### src/rtl/mux_4to1_if.sv
// Bus between an operand source and the registered 4-to-1 mux.
// Carries the four data words, the split select, the capture strobe and the registered result.
interface mux_4to1_if #(
   parameter int WIDTH = 4
);
   logic [WIDTH-1:0] a;
   logic [WIDTH-1:0] b;
   logic [WIDTH-1:0] c;
   logic [WIDTH-1:0] d;
   logic             s0;
   logic             s1;
   logic             in_valid;
   logic [WIDTH-1:0] out;
   logic             out_valid;

   // Source side: drives operands and select, observes the result.
   modport master (
      output a, b, c, d, s0, s1, in_valid,
      input  out, out_valid
   );

   // Mux side: consumes operands and select, drives the result.
   modport slave (
      input  a, b, c, d, s0, s1, in_valid,
      output out, out_valid
   );
endinterface

### src/rtl/mux_4to1.sv
// Registered 4-to-1 word mux.
// The select is {s1,s0}. When in_valid is high, the selected word is captured on the rising clock edge.
// out and out_valid are straight register outputs, so no combinational path runs from the inputs to them.
module mux_4to1 #(
   parameter int WIDTH = 4
) (
   input  logic       clk,
   input  logic       rst_n,
   mux_4to1_if.slave  bus
);

   logic [1:0]       sel;
   logic [WIDTH-1:0] sel_word;
   logic [WIDTH-1:0] out_d, out_q;
   logic             vld_d, vld_q;

   // Decode the split select into a word choice; the copy is whole-word, with no reordering.
   always_comb begin
      sel      = {bus.s1, bus.s0};
      sel_word = bus.a;
      case (sel)
         2'b00:   sel_word = bus.a;
         2'b01:   sel_word = bus.b;
         2'b10:   sel_word = bus.c;
         2'b11:   sel_word = bus.d;
         default: sel_word = bus.a;
      endcase
   end

   // Next state: load on in_valid, otherwise hold the data; the valid flag tracks in_valid.
   always_comb begin
      out_d = out_q;
      vld_d = bus.in_valid;
      if (bus.in_valid)
         out_d = sel_word;
   end

   // Output registers. Reset clears them at once and discards any capture that is in flight.
   always_ff @(posedge clk or negedge rst_n) begin
      if (!rst_n) begin
         out_q <= '0;
         vld_q <= 1'b0;
      end else begin
         out_q <= out_d;
         vld_q <= vld_d;
      end
   end

   assign bus.out       = out_q;
   assign bus.out_valid = vld_q;

endmodule

### src/flat_wrapper.sv
// flat-port wrapper written by rule: the top's interface ports become plain ports
module mux_4to1_flat 
#(
   parameter int WIDTH = 4
)
  (clk, rst_n, bus_a, bus_b, bus_c, bus_d, bus_s0, bus_s1, bus_in_valid, bus_out, bus_out_valid);
  mux_4to1_if #(.WIDTH(WIDTH)) bus_i ();
  input  logic clk;
  input  logic rst_n;
  input wire logic [$bits(bus_i.a)-1:0] bus_a;
  input wire logic [$bits(bus_i.b)-1:0] bus_b;
  input wire logic [$bits(bus_i.c)-1:0] bus_c;
  input wire logic [$bits(bus_i.d)-1:0] bus_d;
  input wire logic [$bits(bus_i.s0)-1:0] bus_s0;
  input wire logic [$bits(bus_i.s1)-1:0] bus_s1;
  input wire logic [$bits(bus_i.in_valid)-1:0] bus_in_valid;
  output wire logic [$bits(bus_i.out)-1:0] bus_out;
  output wire logic [$bits(bus_i.out_valid)-1:0] bus_out_valid;
  assign bus_i.a = bus_a;
  assign bus_i.b = bus_b;
  assign bus_i.c = bus_c;
  assign bus_i.d = bus_d;
  assign bus_i.s0 = bus_s0;
  assign bus_i.s1 = bus_s1;
  assign bus_i.in_valid = bus_in_valid;
  assign bus_out = bus_i.out;
  assign bus_out_valid = bus_i.out_valid;
  mux_4to1 #(.WIDTH(WIDTH)) u_core (.clk(clk), .rst_n(rst_n), .bus(bus_i));
endmodule
### config.mk
export PLATFORM = sky130hd
export DESIGN_NAME = mux_4to1_flat
export DESIGN_NICKNAME = d
export VERILOG_FILES = /design/src/rtl/mux_4to1_if.sv /design/src/rtl/mux_4to1.sv /design/src/flat_wrapper.sv
export SDC_FILE = /design/constraint.sdc
export NUM_CORES = 1
export LEC_CHECK = 0
export ABC_AREA = 1
export CORE_AREA = 2 2 39 41
export DETAILED_ROUTE_END_ITERATION = 7
export DIE_AREA = 0 0 41 43
export DONT_BUFFER_PORTS = 1
export PLACE_DENSITY = 0.45
export SETUP_SLACK_MARGIN = 0.3
export SLEW_MARGIN = 40
export SYNTH_ARGS = -nofsm -noshare
export SYNTH_HDL_FRONTEND = slang
export SYNTH_SLANG_ARGS = --single-unit
export TNS_END_PERCENT = 100
### constraint.sdc
create_clock -name clk -period 0.85 [get_ports clk]
set_input_delay 0.255 -clock clk [delete_from_list [all_inputs] [get_ports clk]]
set_output_delay 0.255 -clock clk [all_outputs]
set_load 0.05 [all_outputs]
==> out/metrics.csv, run 1 <==
stage,metric,value,unit
finish,finish.instance_area,383,sq um
clock_network,cts_buffer_depth,2,
worst_setup_path,worstPathRequired,0.59,ns
power,leakagePower,0.188,nW
finish,final_cell_count_no_fill,66,
place,portBuffers,0,
finish,diodes,0,
sta,final-hold-violation-count,0,
global_routing,grt_pass1_wl,1350,um
die,io-pin-count,26,
power,fin_total_pwr,0.734,mW
place,placed_cell_area,347,sq um
detailed_routing,vias,311,
worst_setup_path,cp-start-kind,register,
die,die_area,1760,sq um
clock_network,clk_latency,0.23,ns
sta,slew-limit-headroom,82.1,%
worst_setup_path,crit_fanout,2,
outcome,failed_checks,setup timing,
clock_network,cts.reportedPaths.clkPinSlew,0.05,ns
yosys,ys_seq_area_share,37.3,%
yosys,synth_nets,68,
yosys,netlist_instances,47,
power,vdd_drop_max,937,uV
detailed_routing,wl,757,um
sta,tightest_slew,0.269,ns
finish,multi_input_area,166,sq um
detailed_routing,post_drt_wl_per_cell,11.5,um
yosys,ys_types,9,
place,gp_congestion,0.640,
sta,grt_setup_unrepaired,true,
sta,final_max_slew_viol_count,0,
yosys,ys_ff_latch,5,
sta,setup_viol,5,
detailed_routing,post-route-drc-count,0,
clock_network,cts.sinks,5,
finish,final_nets,72,
sta,worst_slack,-0.162,ns
global_routing,grt_antenna_before_repair,0,
hold_path,hp-start,bus_in_valid,
detailed_routing,final_antenna_net_count,0,
worst_setup_path,critPathArrivalTime,0.76,ns
clock_network,post_cts.repair.setup_buffers,0,
yosys,ys_warn_count,0,
place,dp_hpwl,615,um
clock_network,htreeDepth,1,
sta,period_minus_slack,1.01,ns
flow_run,max-cap-violations,0,
sta,fmax,988,MHz
sta,fin_skew,0,ns
worst_setup_path,end_kind,primary output,
finish,nFillCells,159,
detailed_routing,drtIter0Drc,2,
worst_setup_path,cp-startpoint,u_core.bus.out[2]$_DFFE_PN0P_,
clock_network,cts_tree,built,
die,core,1380,sq um
yosys,netlist_area,335,sq um
clock_network,clockRootBuffer,clkbuf_4,
worst_setup_path,critical_path_class,reg -> out,
finish,area_growth_syn_to_layout,14.2,%
finish,seqCellArea,131,sq um
hold_path,hp-class,in -> reg,
finish,utilization,27.7,%
yosys,avgSynthCellArea,7.13,sq um
worst_setup_path,r2r_start,u_core.bus.out[2]$_DFFE_PN0P_,
power,p_per_area,1920,nW/um^2
outcome,status,"complete, but fails checks",
place,placed_cells,61,
detailed_routing,via_per_inst,4.71,
finish,drive_gt1_share,22.0,%
global_routing,grt_remaining_overflow,0,
die,fp.dieH,43,um
detailed_routing,drt_pass1_iterations,2,
global_routing,grt_pass1_vias,326,
die,die_w,41,um
die,start_util,24.2,%
sta,setup_tns,-0.787,ns
global_routing,grt_usage,11.6,%
clock_network,numCtsBuffers,3,
die,rows,14,
global_routing,grt_max_degree,11,
sta,layout_worst_path_cycle_share,119,%
==> Yosys cell counts <==
cell	count	share of area (%)
nor2_2	1	1.9
inv_2	2	2.2
nand2_1	12	13
buf_6	2	6.7
o21bai_1	4	9.0
a21oi_1	4	6.0
dfrtp_1	5	37
nand3_1	12	18
inv_1	5	5.6
==> power by group <==
part	switching [mW]	total (mW)	internal [mW]
logic	0.0460	0.0847	0.0387
registers	0.107	0.376	0.268
clock network	0.0961	0.274	0.177
==> state kept, by name, indices dropped and copies added (netlist names) <==
register	cells
u_core.bus.out_valid	1
u_core.bus.out	4
==> logic make-up after synthesis <==
family / count (synthesis) / share of synthesized area (%)
flip-flops: 5 / 37.3
AND/OR/NAND/NOR: 25 / 33.2
buffers and inverters: 9 / 14.6
AO/OA/AOI/OAI: 8 / 14.9
==> final timing paths <==
check,slack (ns),cells past startpoint,end
min in group asynchronous,0.30,1,u_core.bus.out_valid$_DFF_PN0_
worst max register to register,0.09,2,u_core.bus.out[2]$_DFFE_PN0P_
worst min register to register,0.68,2,u_core.bus.out[0]$_DFFE_PN0P_
worst max-delay path,-0.16,0,bus_out[2]
worst min-delay path,0.04,0,u_core.bus.out_valid$_DFF_PN0_
max in group asynchronous,0.33,1,u_core.bus.out[1]$_DFFE_PN0P_
==> final cells by class <==
type                            instances  area share, %
Timing Repair Buffer                    1           2.61
Clock buffer                            4           6.86
Inverter                                7           7.52
Sequential cell                         5           34.3
Multi-Input combinational cell         33           43.5
Tap cell                               16           5.23
==> repair_timing <==
item / CTS / global route
pin swaps: 8 / 0
gates resized for setup: 0 / 0
endpoints found under the hold margin: 5 / 0
hold buffers: 1 / 0
endpoints found under the setup margin: 9 / 9
==> placed cells by master (no fill, tap or decap) <==
cell type / Yosys / routed
a21oi_1: 4 / 4
clkbuf_1: 0 / 1
clkbuf_4: 0 / 3
dfrtp_2: 0 / 5
dlygate4sd3_1: 0 / 1
inv_1: 5 / 5
inv_2: 2 / 1
inv_4: 0 / 1
nand2_1: 12 / 12
nand3_1: 12 / 12
nor2_4: 0 / 1
o21bai_1: 4 / 4
==> worst register-to-register path, delay by kind of cell, from the launching register on <==
kind | cells | cell delay [ns]
flops | 1 | 0.51
simple gates | 2 | 0.14
==> through the flow <==
| step | setup slack, ns | hold WS [ns] |
|---|---|---|
| 6_report | -0.162 | 0.0358 |
| 3_3_place_gp | 0.0796 | -0.0405 |
| 4_1_cts | -0.169 | 0.0321 |
| 3_5_place_dp | 0.0732 | -0.0405 |
| 2_1_floorplan | 0.0697 | -0.0406 |
| 5_1_grt | -0.192 | 0.0165 |
==> metal layers <==
metal,up-vias,track usage [%],wire (um)
met3,0,6.28,54
met4,0,2.00,0
met1,136,14.1,339
met2,13,17.8,363
li1,162,-,-
met5,-,0,0
No activity file was read; power rests on OpenSTA's default activity.
==> inputs of run 2 (changes only) <==
--- a/config.mk
+++ b/config.mk
@@ -7,6 +7,7 @@
 export LEC_CHECK = 0
 export ABC_AREA = 1
 export CORE_AREA = 2 2 39 41
+export CTS_CLUSTER_SIZE = 20
 export DETAILED_ROUTE_END_ITERATION = 7
 export DIE_AREA = 0 0 41 43
 export DONT_BUFFER_PORTS = 1
==> results of run 2 <==
Final layout, timing and power as in run 1 (identical DEF).
